`src/rtl/serial_adder_pkg.sv`:
```
// Shared definitions for the digit-serial adder/subtractor: FSM state
// encoding and the slice-counter width helper.
package serial_adder_pkg;

   typedef enum logic [1:0] {
      IDLE = 2'd0,
      RUN  = 2'd1,
      DONE = 2'd2
   } state_e;

   // Counter width for N slices; a single-slice build still needs one bit.
   function automatic int cnt_width(input int n);
      return (n > 1) ? $clog2(n) : 1;
   endfunction

endpackage

```
`src/rtl/serial_adder_adder_digit.sv`:
```
// Combinational DIGIT-bit ripple adder assembled from single-bit
// full-adder cells; one slice of the serial datapath.
module adder_digit #(
   parameter int DIGIT = 1
) (
   input  logic [DIGIT-1:0] a_i,
   input  logic [DIGIT-1:0] b_i,
   input  logic             cin_i,
   output logic [DIGIT-1:0] sum_o,
   output logic             cout_o
);

   logic [DIGIT:0] carry;

   assign carry[0] = cin_i;

   genvar gi;
   generate
      for (gi = 0; gi < DIGIT; gi++) begin : g_fa
         logic p;
         assign p             = a_i[gi] ^ b_i[gi];
         assign sum_o[gi]     = p ^ carry[gi];
         assign carry[gi + 1] = (a_i[gi] & b_i[gi]) | (carry[gi] & p);
      end
   endgenerate

   assign cout_o = carry[DIGIT];

endmodule

```
`src/rtl/serial_adder.sv`:
```
// Multi-cycle adder/subtractor: one DIGIT-bit slice per clock with the
// carry held in a register, wrapped in a start/busy/done handshake.
import serial_adder_pkg::*;

module serial_adder #(
   parameter int WIDTH = 8,
   parameter int DIGIT = 1
) (
   input  logic             clk,
   input  logic             rst,
   input  logic             start,
   input  logic             sub,
   input  logic [WIDTH-1:0] a,
   input  logic [WIDTH-1:0] b,
   input  logic             cin,
   output logic             busy,
   output logic             done,
   output logic [WIDTH-1:0] sum,
   output logic             cout,
   output logic             ovf
);

   localparam int N  = WIDTH / DIGIT;
   localparam int CW = cnt_width(N);
   localparam logic [CW-1:0] LAST = CW'(N - 1);

   state_e           state_q, state_d;
   logic [WIDTH-1:0] a_q, a_d;
   logic [WIDTH-1:0] b_q, b_d;
   logic             carry_q, carry_d;
   logic [CW-1:0]    cnt_q, cnt_d;
   logic [WIDTH-1:0] work_q, work_d;
   logic [WIDTH-1:0] sum_q, sum_d;
   logic             cout_q, cout_d;
   logic             ovf_q, ovf_d;

   logic [DIGIT-1:0] a_dig, b_dig, dig_sum;
   logic             dig_cout;
   logic [WIDTH-1:0] work_merged;

   // Select the operand slice addressed by the slice counter.
   always_comb begin
      a_dig = '0;
      b_dig = '0;
      for (int i = 0; i < N; i++) begin
         if (cnt_q == CW'(i)) begin
            a_dig = a_q[i*DIGIT +: DIGIT];
            b_dig = b_q[i*DIGIT +: DIGIT];
         end
      end
   end

   adder_digit #(
      .DIGIT (DIGIT)
   ) u_digit (
      .a_i    (a_dig),
      .b_i    (b_dig),
      .cin_i  (carry_q),
      .sum_o  (dig_sum),
      .cout_o (dig_cout)
   );

   // Working result with the current slice written in place.
   genvar gi;
   generate
      for (gi = 0; gi < N; gi++) begin : g_merge
         assign work_merged[gi*DIGIT +: DIGIT] =
            (cnt_q == CW'(gi)) ? dig_sum : work_q[gi*DIGIT +: DIGIT];
      end
   endgenerate

   always_comb begin
      state_d = state_q;
      a_d     = a_q;
      b_d     = b_q;
      carry_d = carry_q;
      cnt_d   = cnt_q;
      work_d  = work_q;
      sum_d   = sum_q;
      cout_d  = cout_q;
      ovf_d   = ovf_q;

      case (state_q)
         IDLE, DONE: begin
            if (start) begin
               a_d     = a;
               b_d     = sub ? ~b : b;
               carry_d = sub ? 1'b1 : cin;
               cnt_d   = '0;
               work_d  = '0;
               state_d = RUN;
            end else begin
               state_d = IDLE;
            end
         end
         RUN: begin
            work_d  = work_merged;
            carry_d = dig_cout;
            cnt_d   = cnt_q + CW'(1);
            if (cnt_q == LAST) begin
               // Results become visible only here, never slice by slice.
               cnt_d   = '0;
               sum_d   = work_merged;
               cout_d  = dig_cout;
               ovf_d   = (a_q[WIDTH-1] == b_q[WIDTH-1]) &&
                         (work_merged[WIDTH-1] != a_q[WIDTH-1]);
               state_d = DONE;
            end
         end
         default: state_d = IDLE;
      endcase
   end

   always_ff @(posedge clk) begin
      if (rst) begin
         state_q <= IDLE;
         a_q     <= '0;
         b_q     <= '0;
         carry_q <= 1'b0;
         cnt_q   <= '0;
         work_q  <= '0;
         sum_q   <= '0;
         cout_q  <= 1'b0;
         ovf_q   <= 1'b0;
      end else begin
         state_q <= state_d;
         a_q     <= a_d;
         b_q     <= b_d;
         carry_q <= carry_d;
         cnt_q   <= cnt_d;
         work_q  <= work_d;
         sum_q   <= sum_d;
         cout_q  <= cout_d;
         ovf_q   <= ovf_d;
      end
   end

   assign busy = (state_q == RUN);
   assign done = (state_q == DONE);
   assign sum  = sum_q;
   assign cout = cout_q;
   assign ovf  = ovf_q;

endmodule

```
`config.mk`:
```
export PLATFORM = sky130hd
export DESIGN_NAME = serial_adder
export DESIGN_NICKNAME = d
export VERILOG_FILES = /design/src/rtl/serial_adder_pkg.sv /design/src/rtl/serial_adder_adder_digit.sv /design/src/rtl/serial_adder.sv
export SDC_FILE = /design/constraint.sdc
export NUM_CORES = 1
export LEC_CHECK = 0
export BUFFER_PORTS_ARGS = -buffer_cell sky130_fd_sc_hd__buf_2
export CAP_MARGIN = 40
export CORE_MARGIN = 3
export CORE_UTILIZATION = 35
export DETAILED_ROUTE_END_ITERATION = 6
export GPL_TIMING_DRIVEN = 0
export PLACE_DENSITY = 0.62
export SYNTH_ARGS = -nofsm -noshare
export SYNTH_HDL_FRONTEND = slang
export SYNTH_SLANG_ARGS = --single-unit
```
`constraint.sdc`:
```
create_clock -name clk -period 5.3 [get_ports clk]
set_clock_uncertainty 0.1 [all_clocks]
set_input_delay 0 -clock clk [delete_from_list [all_inputs] [get_ports clk]]
set_output_delay 0 -clock clk [all_outputs]
set_load 0.03 [all_outputs]
```
==> results of run 1 <==
[what timing repair did]
action	in CTS	in global routing
endpoints found under the hold margin	17	0
hold buffers	17	0
setup buffers	0	0
[layer usage]
metal  routed length, um  vias to the layer above
met3                 256                        7
met5                   0                        -
met1                2350                      777
met2                2060                       40
li1                    -                      928
met4                  59                        0
[cells by family after synthesis]
| kind of cell | synth area share |
|---|---|
| AND/OR/NAND/NOR | 0.200 |
| AO/OA/AOI/OAI | 0.191 |
| flip-flops | 0.402 |
| buffers and inverters | 0.0829 |
| XOR/XNOR | 0.0352 |
| multiplexers | 0.0408 |
| adder cells (fa/ha/maj) | 0.0477 |
[cells in the final DEF, fill, tap and decap left out, types with 2 or more instances in the layout]
master,count
a211oi_1,13
a21oi_1,26
a22oi_1,2
a311oi_1,3
buf_2,39
buf_4,3
buf_8,2
clkbuf_1,6
clkbuf_8,7
dfxtp_1,40
dlygate4sd3_1,17
ha_1,6
inv_1,6
mux2i_1,7
nand2_1,31
nand3_1,6
nor2_1,33
nor2b_1,9
nor3_1,3
o21ai_0,9
xnor2_1,7
[critical path, stage by stage (launching register included)]
cell and delay (ns):
dfxtp_1 0.42, buf_4 0.22, inv_1 0.08, ha_1 0.19, clkbuf_2 0.18, nand2_1 0.12, mux2i_1 0.07, nor4_1 0.31
nor3_1 0.14, fa_1 0.51, clkbuf_1 0.36, mux2_2 0.27, nor2_1 0.05, a21oi_1 0.17, a211oi_1 0.10
[stage by stage]
stage / instance area, um^2 / total power, mW / utilization / std cells
2_1_floorplan: 1990 / 0.393 / - / 242
3_3_place_gp: 2230 / 0.422 / 0.421 / 342
3_5_place_dp: 2230 / 0.422 / 0.421 / 342
4_1_cts: 2530 / 0.707 / 0.477 / 367
5_1_grt: 2530 / 0.735 / 0.477 / 367
6_report: 2530 / 0.701 / 0.477 / 367
[path summary, 6_finish.rpt]
check,slack [ns],from,end,cells past startpoint
max,1.87,cnt_q[2],ovf,14
min,0.03,rst,cnt_q[2],2
max reg2reg,1.87,cnt_q[2],ovf,14
min reg2reg,0.36,a_q[6],a_q[6],2
[registers in the layout, indices dropped and copies added, names as in the netlist]
name and cells:
a_q 8, b_q 8, carry_q 1, cnt_q 3, cout 1, ovf 1
state_q 2, sum 8, work_q 8
[layout make-up]
class,instances,area share
plain buffers,22,0.0540
clock buffers,7,0.0381
clock inverters,1,0.0119
inverters,7,0.0114
multi-input cells,173,0.406
flip-flops and latches,40,0.317
well taps,70,0.0347
repair buffers,47,0.127
[power groups by stage]
stage               Combinational (mW)  Clock [mW]  Sequential, mW
finish                           0.104       0.276           0.321
global route                     0.118       0.294           0.323
CTS                              0.105       0.281           0.321
detailed placement              0.0946           0           0.328
global placement                0.0942           0           0.328
floorplan                       0.0680           0           0.325
==> results.sh, run 1 <==
export IMPL_outcome="finished, final reports clean"
export IMPL_worstPathArrival_ns=3.49
export IMPL_multi_input_area_mm2=0.00103
export IMPL_holdCritPathClass="primary input to register"
export IMPL_overflow=0
export IMPL_p_int_mw=0.523
export IMPL_drv_cap=0
export IMPL_die_area_mm2=0.00664
export IMPL_syn_instance_count=242
export IMPL_place_congestion=0.784
export IMPL_totalWireLength_mm=4.72
export IMPL_gr_usage_met1=0.229
export IMPL_pre_cts_slack_ns=1.93
export IMPL_required_ns=5.36
export IMPL_die_x_um=81.5
export IMPL_ys_seq_area_frac=0.402
export IMPL_whs_ns=0.0309
export IMPL_clockBufferDepth=2
export IMPL_avgSynthCellArea_um2=8.24
export IMPL_hpwlAfterDp_mm=3.35
export IMPL_row_count=26
export IMPL_cts_sinks=40
export IMPL_crit_fanout=10
export IMPL_grt_antenna_before_repair=0
export IMPL_seqCellArea_um2=801
export IMPL_cts_buffers=5
export IMPL_start_util=0.376
export IMPL_synthTopCellsByArea="dfxtp_1 40%, a21oi_1 6.5%, nor2_1 6.2%"
export IMPL_ys_async_sr_fraction=0
export IMPL_grt_busiest_layer="met2"
export IMPL_areaGrowthSynthToFinish_pct=26.8
export IMPL_switching_share=0.254
export IMPL_power_frac_seq=0.457
export IMPL_tightest_slew_ns=0.557
export IMPL_io_pins=33
export IMPL_crit_type="register to register"
export IMPL_setup_viol=0
export IMPL_synth_edf_count=0
export IMPL_period_share=0.647
export IMPL_yosysTopAreaCell="dfxtp_1"
export IMPL_htreeDepth=2
export IMPL_ys_top_cells_by_count="40 x dfxtp_1, 33 x nor2_1, 31 x nand2_1"
export IMPL_slew_headroom=0.629
export IMPL_setup_tns_final_ns=0
export IMPL_p_per_area_mw_per_mm2=277
export IMPL_comb_power_share=0.148
export IMPL_max_freq_mhz=292
export IMPL_die_h_um=81.5
export IMPL_clock_root_buffer="clkbuf_8"
export IMPL_p_switching_mw=0.178
export IMPL_nFillCells=522
export IMPL_core_mm2=0.00530
export IMPL_drc=0
export IMPL_period_minus_slack_ns=3.43
export IMPL_ys_warn_count=0
export IMPL_grt_use_total=0.158
export IMPL_synth_net_count=270
export IMPL_syn_cell_area_mm2=0.00199
export IMPL_worst_setup_path_end_kind="register"
export IMPL_ctsResizeCount=0
export IMPL_worstSetupStartpointType="register"
export IMPL_antenna_cells=0
export IMPL_power_leakage_nw=0.995
export IMPL_rsz0062_at_grt="no"
export IMPL_path_clk_slew_ns=0.08
export IMPL_yosys_area_top_type_share=0.402
export IMPL_num_vias=1752
export IMPL_met3_usage=0.0373
export IMPL_drt_first_pass_iters=4
export IMPL_synth_most_common_cell="dfxtp_1"
export IMPL_hold_viol=0
export IMPL_clock_latency_ns=0.29
export IMPL_drv_slew=0
export IMPL_grt_pass1_wl_mm=8.05
export IMPL_grt_max_degree=13
export IMPL_synth_flop_cell="dfxtp_1"
export IMPL_vias_per_cell=4.77
export IMPL_grt_pass1_vias=1607
export IMPL_ys_ff_latch=40
export IMPL_gr_usage_met2=0.233
export IMPL_ant_nets=0
export IMPL_wire_per_inst_um=12.9
export IMPL_setup_ws_ns=1.87
export IMPL_cts_tree="yes"
export IMPL_p_clk_frac=0.394
export IMPL_drive_gt1_frac=0.205
export IMPL_dr_first_iter_drc_count=110
export IMPL_vdd_ir_drop_worst_mv=0.147
export IMPL_port_buffers=30
export IMPL_synth_cell_types=40
export IMPL_final_nets=324
Power figures use the tool's default switching activity.
==> inputs of run 2 (changes only) <==
--- a/config.mk
+++ b/config.mk
@@ -11,7 +11,7 @@
 export CORE_UTILIZATION = 35
 export DETAILED_ROUTE_END_ITERATION = 6
 export GPL_TIMING_DRIVEN = 0
-export PLACE_DENSITY = 0.62
+export PLACE_DENSITY = 0.64
 export SYNTH_ARGS = -nofsm -noshare
 export SYNTH_HDL_FRONTEND = slang
 export SYNTH_SLANG_ARGS = --single-unit
==> constraint.sdc (replaced) <==
create_clock -name clk -period 3.1 [get_ports clk]
set_clock_uncertainty 0.1 [all_clocks]
set_input_delay 0 -clock clk [delete_from_list [all_inputs] [get_ports clk]]
set_output_delay 0 -clock clk [all_outputs]
set_load 0.03 [all_outputs]
==> results.sh, run 2 (same netlist as run 1, synthesis figures left out) <==
export IMPL_outcome="finished, final reports clean"
export IMPL_drc=0
export IMPL_tightest_slew_ns=0.547
export IMPL_worstSetupStartpointType="register"
export IMPL_ff2ff_path_depth=13
export IMPL_port_buffers=30
export IMPL_clockBufferDepth=2
export IMPL_clock_latency_ns=0.29
export IMPL_slew_headroom=0.635
export IMPL_start_util=0.376
export IMPL_worstPathArrival_ns=3.06
export IMPL_r2r_start="cnt_q[0]"
export IMPL_hold_depth=2
export IMPL_whs_endpoint="state_q[0]"
export IMPL_reg2reg_slack_ns=0.17
export IMPL_cp_slowest_cell="fa_2"
export IMPL_r2r_end="work_q[5]"
export IMPL_period_share=0.947
export IMPL_vdd_ir_drop_worst_mv=0.231
export IMPL_mostFrequentLayoutCells="38 x buf_2, 37 x dfxtp_1, 33 x nor2_1, 31 x nand2_1, 26 x a21oi_1"
export IMPL_dr_first_iter_drc_count=95
export IMPL_drt_first_pass_iters=4
export IMPL_power_mw=1.12
export IMPL_grt_antenna_before_repair=0
export IMPL_crit_type="register to register"
export IMPL_power_leakage_nw=1.00
export IMPL_min_delay_start="rst"
export IMPL_dpl_cell_count=342
export IMPL_utilization=0.486
export IMPL_max_freq_mhz=341
export IMPL_cts_buffers=5
export IMPL_setup_viol=0
export IMPL_path_buf_inv=4
export IMPL_pre_cts_slack_ns=-0.263
export IMPL_overflow=0
export IMPL_clock_root_buffer="clkbuf_8"
export IMPL_nFillCells=533
export IMPL_holdCritPathClass="primary input to register"
export IMPL_hpwlAfterDp_mm=3.33
export IMPL_die_x_um=81.5
export IMPL_drv_slew=0
export IMPL_cts_sinks=40
export IMPL_mostFrequentLayoutCell="buf_2"
export IMPL_critPathMaxStageDelay_ns=0.57
export IMPL_crit_fanout=10
export IMPL_num_vias=1797
export IMPL_p_per_area_mw_per_mm2=436
export IMPL_seqCellArea_um2=807
export IMPL_grt_use_total=0.155
export IMPL_drv_cap=0
export IMPL_cts_tree="yes"
export IMPL_final_nets=325
export IMPL_wire_per_inst_um=13.0
export IMPL_whs_ns=0.0266
export IMPL_grt_max_degree=12
export IMPL_crit_top_cell="a21oi_1"
export IMPL_ant_nets=0
export IMPL_hold_viol=0
export IMPL_row_count=26
export IMPL_areaGrowthSynthToFinish_pct=29.2
export IMPL_die_h_um=81.5
export IMPL_worst_setup_path_end_kind="register"
export IMPL_grt_pass1_vias=1626
export IMPL_place_congestion=0.777
export IMPL_multi_input_area_mm2=0.00107
export IMPL_htreeDepth=2
export IMPL_path_clk_slew_ns=0.08
export IMPL_crit_chain="inv_1 > ha_2 > buf_6 > a21oi_1 > a2111oi_4 > nor4_2 > nor3_2 > fa_2 > buf_4 > and2_0 > buf_2 > nand3_1 > a21oi_1"
export IMPL_vias_per_cell=4.90
export IMPL_drive_gt1_frac=0.239
export IMPL_core_mm2=0.00530
export IMPL_grt_pass1_wl_mm=7.79
export IMPL_period_minus_slack_ns=2.93
export IMPL_critical_path_top_delay_family="adder cells"
export IMPL_totalWireLength_mm=4.76
export IMPL_required_ns=3.22
export IMPL_antenna_cells=0
export IMPL_setup_ws_ns=0.165
export IMPL_rsz0062_at_grt="no"
export IMPL_startpoint="cnt_q[0]"
export IMPL_die_area_mm2=0.00664
export IMPL_final_cells=367
export IMPL_io_pins=33
## run 2: through the flow
step	cell area (um^2)	TNS [ns]
3_3_place_gp	2230	-1.61
4_1_cts	2510	0
5_1_grt	2570	0
3_5_place_dp	2230	-1.65
2_1_floorplan	1990	0
6_report	2570	0
## run 2: power by group
group          switching, mW  internal [mW]  leakage, nW
logic                  0.107         0.0921        0.622
registers             0.0136          0.534        0.328
clock network          0.177          0.198       0.0503
total                  0.297          0.824         1.00
## run 2: what timing repair did
action,4_1_cts,5_1_grt
hold buffers,17,0
hold endpoints to repair,17,0
pin swaps,2,4
endpoints found under the setup margin,16,13
buffers inserted,2,0
gates resized for setup,2,18
## run 2: worst max-delay path by stage
stage,to,cells past startpoint
2_1_floorplan,ovf,13
3_3_place_gp,ovf,14
3_5_place_dp,ovf,14
4_1_cts,ovf,12
5_1_grt,work_q[1],13
6_report,work_q[5],13
## run 2: per-layer routing
layer	global-route usage	share of wire	wire, um	up-vias
li1	-	-	-	930
met3	0.0362	0.045	216	6
met4	0.0507	0.010	48	0
met5	0	0	0	-
met1	0.213	0.49	2340	821
met2	0.240	0.45	2150	40
## run 2: final cells by class
type | instances | area share
timing repair buffer | 49 | 0.130
multi-input combinational | 173 | 0.414
clock buffer | 7 | 0.0374
sequential | 40 | 0.313
tap | 70 | 0.0340
inverter | 7 | 0.0112
buffer | 21 | 0.0593
## run 2: worst reg2reg max path: cells and delay by family (launching register included)
family                   cells  cell delay (ns)
AO/OA/AOI/OAI                3             0.49
AND/OR/NAND/NOR              4             0.64
flip-flops                   1             0.38
adder cells (fa/ha/maj)      2             0.76
buffers and inverters        4             0.50
